## src/rtl/vector_pkg.sv

```systemverilog
// Shared encodings for the vector op sequencer: ALU op codes, FSM state type
// and the default lane count.
package vector_pkg;

  localparam int NUM_LANES_DEFAULT = 8;

  localparam logic [2:0] ALU_ADD  = 3'b000;
  localparam logic [2:0] ALU_SUB  = 3'b001;
  localparam logic [2:0] ALU_MOV  = 3'b010;
  localparam logic [2:0] ALU_MUL  = 3'b011;
  localparam logic [2:0] ALU_DIV  = 3'b100;
  localparam logic [2:0] ALU_CMP  = 3'b101;
  localparam logic [2:0] ALU_NODP = 3'b111;

  typedef enum logic [1:0] {
    ST_IDLE     = 2'd0,
    ST_RUN      = 2'd1,
    ST_WAIT_DIV = 2'd2,
    ST_DONE     = 2'd3
  } state_t;

endpackage

```

## src/rtl/seq_elem_counter.sv

```systemverilog
// Element index counter: load clears the index and captures the vector length;
// last flags the final element so the sequencer never steps past vlen-1.
module seq_elem_counter #(
  parameter int NUM_LANES = 8,
  parameter int IDXW      = $clog2(NUM_LANES)
) (
  input  logic            clk,
  input  logic            reset,
  input  logic            load,
  input  logic [IDXW:0]   vlen,
  input  logic            inc,
  output logic [IDXW-1:0] idx,
  output logic            last
);

  logic [IDXW-1:0] idx_q;
  logic [IDXW:0]   len_q;

  always_ff @(posedge clk or posedge reset) begin
    if (reset) begin
      idx_q <= '0;
      len_q <= '0;
    end else if (load) begin
      idx_q <= '0;
      len_q <= vlen;
    end else if (inc && !last) begin
      idx_q <= idx_q + IDXW'(1);
    end
  end

  // A zero length wraps to all ones, which never matches a zero-extended index.
  assign last = ({1'b0, idx_q} == (len_q - (IDXW + 1)'(1)));
  assign idx  = idx_q;

endmodule

```

## src/rtl/vector_op_sequencer.sv

```systemverilog
// Issues one ALU op across up to NUM_LANES elements, one element per cycle,
// waiting on the divider for DIV and folding lane zero flags for CMP.
module vector_op_sequencer
  import vector_pkg::*;
#(
  parameter int NUM_LANES = NUM_LANES_DEFAULT,
  parameter int IDXW      = $clog2(NUM_LANES)
) (
  input  logic            clk,
  input  logic            reset,
  input  logic            start,
  input  logic [2:0]      ALUControl,
  input  logic [IDXW:0]   vlen,
  input  logic            elem_zero,
  input  logic            div_done,
  output logic [IDXW-1:0] elem_idx,
  output logic            alu_valid,
  output logic            elem_we,
  output logic            stall,
  output logic            done,
  output logic            zero_all,
  output logic [1:0]      dbg_state
);

  state_t     state_q, state_d;
  logic [2:0] op_q;
  logic       acc_q;
  logic       accept_run;
  logic       complete;
  logic       last;
  logic       is_div;
  logic       is_cmp;

  assign is_div     = (op_q == ALU_DIV);
  assign is_cmp     = (op_q == ALU_CMP);
  assign accept_run = (state_q == ST_IDLE) && start &&
                      (ALUControl != ALU_NODP) && (vlen != '0);
  assign complete   = ((state_q == ST_RUN) && !is_div) ||
                      ((state_q == ST_WAIT_DIV) && div_done);

  seq_elem_counter #(
    .NUM_LANES (NUM_LANES),
    .IDXW      (IDXW)
  ) u_counter (
    .clk   (clk),
    .reset (reset),
    .load  (accept_run),
    .vlen  (vlen),
    .inc   (complete),
    .idx   (elem_idx),
    .last  (last)
  );

  always_comb begin
    state_d = state_q;
    case (state_q)
      ST_IDLE: begin
        if (accept_run)  state_d = ST_RUN;
        else if (start)  state_d = ST_DONE;
      end
      ST_RUN: begin
        if (is_div)        state_d = ST_WAIT_DIV;
        else if (last)     state_d = ST_DONE;
      end
      ST_WAIT_DIV: begin
        if (div_done)      state_d = last ? ST_DONE : ST_RUN;
      end
      default:             state_d = ST_IDLE;
    endcase
  end

  // A no-issue accept latches NODP so its DONE cannot disturb zero_all.
  always_ff @(posedge clk or posedge reset) begin
    if (reset) begin
      state_q  <= ST_IDLE;
      op_q     <= ALU_NODP;
      acc_q    <= 1'b1;
      zero_all <= 1'b0;
    end else begin
      state_q <= state_d;
      if ((state_q == ST_IDLE) && start)
        op_q <= accept_run ? ALUControl : ALU_NODP;
      if (accept_run)
        acc_q <= 1'b1;
      else if (complete && is_cmp)
        acc_q <= acc_q & elem_zero;
      if ((state_q == ST_DONE) && is_cmp)
        zero_all <= acc_q;
    end
  end

  assign alu_valid = (state_q == ST_RUN) || (state_q == ST_WAIT_DIV);
  assign stall     = alu_valid;
  assign done      = (state_q == ST_DONE);
  assign elem_we   = ((state_q == ST_RUN) && !is_div && !is_cmp) ||
                     ((state_q == ST_WAIT_DIV) && div_done);
  assign dbg_state = state_q;

endmodule

```

## config.mk

```make
export PLATFORM = sky130hd
export DESIGN_NAME = vector_op_sequencer
export DESIGN_NICKNAME = d
export VERILOG_FILES = /design/src/rtl/vector_pkg.sv /design/src/rtl/seq_elem_counter.sv /design/src/rtl/vector_op_sequencer.sv
export SDC_FILE = /design/constraint.sdc
export NUM_CORES = 1
export LEC_CHECK = 0
export BUFFER_PORTS_ARGS = -buffer_cell sky130_fd_sc_hd__buf_2
export CORE_UTILIZATION = 30
export CTS_BUF_LIST = sky130_fd_sc_hd__clkbuf_8
export DETAILED_ROUTE_END_ITERATION = 12
export SLEW_MARGIN = 20
export SYNTH_ARGS = -nofsm -noshare
export SYNTH_HDL_FRONTEND = slang
export SYNTH_SLANG_ARGS = --single-unit
```

## constraint.sdc

```tcl
create_clock -name clk -period 2.25 [get_ports clk]
set_input_delay 0.45 -clock clk [delete_from_list [all_inputs] [get_ports clk]]
set_output_delay 0.45 -clock clk [all_outputs]
set_load 0.03 [all_outputs]
```

==> qor.csv <==
stage,metric,value,unit
floorplanning,Core ar.,2540,um^2
global_route,initial antenna violation count,0,
routing,initial DRC count,2,
clock_network,CTS Hold Buffers Added,0,
synth,cell count after synthesis,80,
pwr,leakage,0.496,nW
clock_network,CTS Buf Count,3,
routing,via count,688,
pwr,P per Cell Area,1670,nW/um^2
synth,Post-synth EDFFs,0,
synth,register area share after synthesis,42.6,%
sta,slew margin rel.,63.1,%
job,max-capacitance violation count,0,
synth,Yosys reg bits,14,
clock_network,H-tree depth,1,
global_route,grt met2 use,21.7,%
sta,fin crit share,85.8,%
global_route,met3 GRT Util,3.33,%
clock_network,CTS max path bufs,2,
floorplanning,Initial Util,32.7,%
routing,Pre-Repair DR Iteration Count,4,
pwr,maximum VDD drop,0.713,mV
sta,setup TNS,0,ns
sta,# setup viols final,0,
synth,"Warnings, synthesis",0,
layout,synth-to-layout area growth,23.7,%
clock_network,clk_lat worst skew,0.24,ns
setup_path,critical path peak fanout,4,
routing,vias per cell,5.10,
setup_path,CP Class,flop to flop,
routing,# DRC,0,
placed_design,dpl hpwl,1.36,mm
sta,Slew Limit Fails,0,
placed_design,IO Port Bufs,21,
layout,Final #Nets,124,
setup_path,worst reg-to-reg setup slack,0.32,ns
clock_network,CTS tree,done,
synth,Avg Inst Size Synth,10.4,um^2
sta,final worst clock skew,0.00321,ns
clock_network,clock input transition at the sequential cells of the worst setup and hold paths,0.06,ns
synth,ys async rst share,100,%
layout,# diodes,0,
setup_path,R2R depth,7,
routing,final wirelength,1.73,mm
routing,post-route ant nets,0,
layout,layout cells sized above 1,35.2,%
global_route,largest net degree at the start of global routing,15,
global_route,GR Util met1,16.4,%
floorplanning,row count,18,
layout,final instance area,1030,um^2
status,outcome,"finished, final reports clean",
sta,Final Hold Vio Count,0,
setup_path,CP required,2.38,ns
floorplanning,Die Footprint,2990,um^2
synth,synthesized cell area,833,um^2
clock_network,clk sink count,14,
pwr,total power draw,1.73,mW
floorplanning,# IOs,22,
floorplanning,die width,54.7,um
global_route,total global routing overflow,0,
setup_path,R2R Path End,dbg_state[1]$_DFFE_PP0P_,
setup_path,CP arrival,2.06,ns
synth,Netlist cell types,33,
global_route,vias in the first global route,630,
worst_hold_path,worst hold path type,input pin to async pin,
layout,fillers,253,
setup_path,Reg2Reg Launch Point,u_counter.len_q[0]$_DFFE_PP0P_,
setup_path,Worst setup SP type,flop,
sta,min cycle time layout,1.93,ns
placed_design,placed inst area,976,um^2
synth,Main synth FF type,dfrtp_1,
sta,Fmax,0.518,GHz
setup_path,crit end category,flop,
synth,post-synth top area share,30.0,%
global_route,global-route wire length before repair,2.74,mm
synth,Post-Syn Nets,98,
sta,RSZ-0062 raised after global routing,false,
floorplanning,Die H,54.7,um
placed_design,Final GP Congestion,0.767,
clock_network,CTS-repair resized insts,0,
clock_network,Post-CTS Setup Bufs,0,
routing,DR WL/cell,12.8,um
synth,Yosys top cell by area,dfrtp_1,
synth,"top cells by area, synth","dfrtp_1 30%, dfstp_2 13%, ha_1 9.0%",
sta,worst slew pin tran,0.553,ns
layout,Post-Layout Cell Count,135,
global_route,gr busiest metal,met2,
sta,final hold slack,0.241,ns
placed_design,placed cell count,131,
clock_network,Root Driver,clkbuf_8,
global_route,gr usage total,13.6,%
==> layout by cell type, fill, tap and decap left out, types with 2 or more instances in the layout <==
cell,instances
a21oi_1,5
buf_2,21
clkbuf_8,4
dfrtp_1,10
dfstp_2,4
ha_1,6
inv_1,8
mux2_2,4
nand2_1,3
nand2b_1,3
nor3_1,2
o21a_1,2
o21ai_0,5
o22a_1,3
o22ai_1,2
o31ai_1,3
xor2_1,2
==> cell usage after synthesis, types with 2 or more instances <==
cell type and count:
nor3_1 2, a21oi_1 5, nand2_1 3, o31ai_1 3, dfstp_2 4, mux2_2 4, nand2b_1 3, o22ai_1 2
o21a_1 2, o22a_1 3, o21ai_0 5, ha_1 6, dfrtp_1 10, inv_1 8, xor2_1 2
==> final cells by class <==
type                       count  area, um^2  area share, %
multi-input combinational     57         440           42.7
sequential                    14         355           34.5
timing repair buffer          22         113           10.9
clock buffer                   4        55.1           5.34
tap                           30        37.5           3.64
inverter                       8        30.0           2.91
==> per-layer routing <==
layer,wire (um),part of all wire [%]
met5,0,0
met2,825,48
met1,807,47
met4,37,2.1
met3,62,3.6
==> metrics by stage <==
stage	utilization (%)	setup WS, ns
floorplan	-	0.241
global placement	38.3	0.452
detailed placement	38.3	0.343
CTS	40.5	0.330
global route	40.5	0.0906
finish	40.5	0.319
==> sequential cells by signal, summed over array words and instances (netlist names) <==
name	cells
acc_q	1
dbg_state	2
op_q	3
u_counter.idx	3
u_counter.len_q	4
zero_all	1
==> worst max path at each step <==
stage / start / to / slack, ns / cells past startpoint
after floorplan: dbg_state[0]$_DFFE_PP0P_ / dbg_state[1]$_DFFE_PP0P_ / 0.24 / 7
after global placement: u_counter.len_q[0]$_DFFE_PP0P_ / dbg_state[1]$_DFFE_PP0P_ / 0.45 / 7
after detailed placement: u_counter.len_q[0]$_DFFE_PP0P_ / dbg_state[1]$_DFFE_PP0P_ / 0.34 / 7
after CTS: u_counter.len_q[0]$_DFFE_PP0P_ / dbg_state[1]$_DFFE_PP0P_ / 0.33 / 7
after global routing: u_counter.len_q[0]$_DFFE_PP0P_ / dbg_state[0]$_DFFE_PP0P_ / 0.09 / 7
final: u_counter.len_q[0]$_DFFE_PP0P_ / dbg_state[1]$_DFFE_PP0P_ / 0.32 / 7
==> where the power goes <==
part / total [mW] / leakage [nW] / switching, mW / internal, mW
Combinational: 0.971 / 0.302 / 0.579 / 0.392
Sequential: 0.510 / 0.165 / 0.108 / 0.402
Clock: 0.246 / 0.0288 / 0.0909 / 0.155
==> critical path, stage by stage, from the launching register on <==
cell and delay [ns]:
dfrtp_1 0.34, inv_1 0.08, ha_1 0.21, xor2_1 0.15
nor3_1 0.22, o211ai_1 0.20, a21oi_1 0.25, mux2_2 0.36
==> cell families (layout without fill, tap and decap cells) <==
group | count (synthesis) | after routing | share of synthesized area (%)
xor+xnor | 2 | 2 | 2.10
fa+ha+maj | 6 | 6 | 9.01
simple gates | 18 | 18 | 13.7
buf+inv | 9 | 34 | 4.50
compound gates | 26 | 26 | 21.5
mux | 5 | 5 | 6.61
flops | 14 | 14 | 42.6
(Power assumes the default switching activity.)
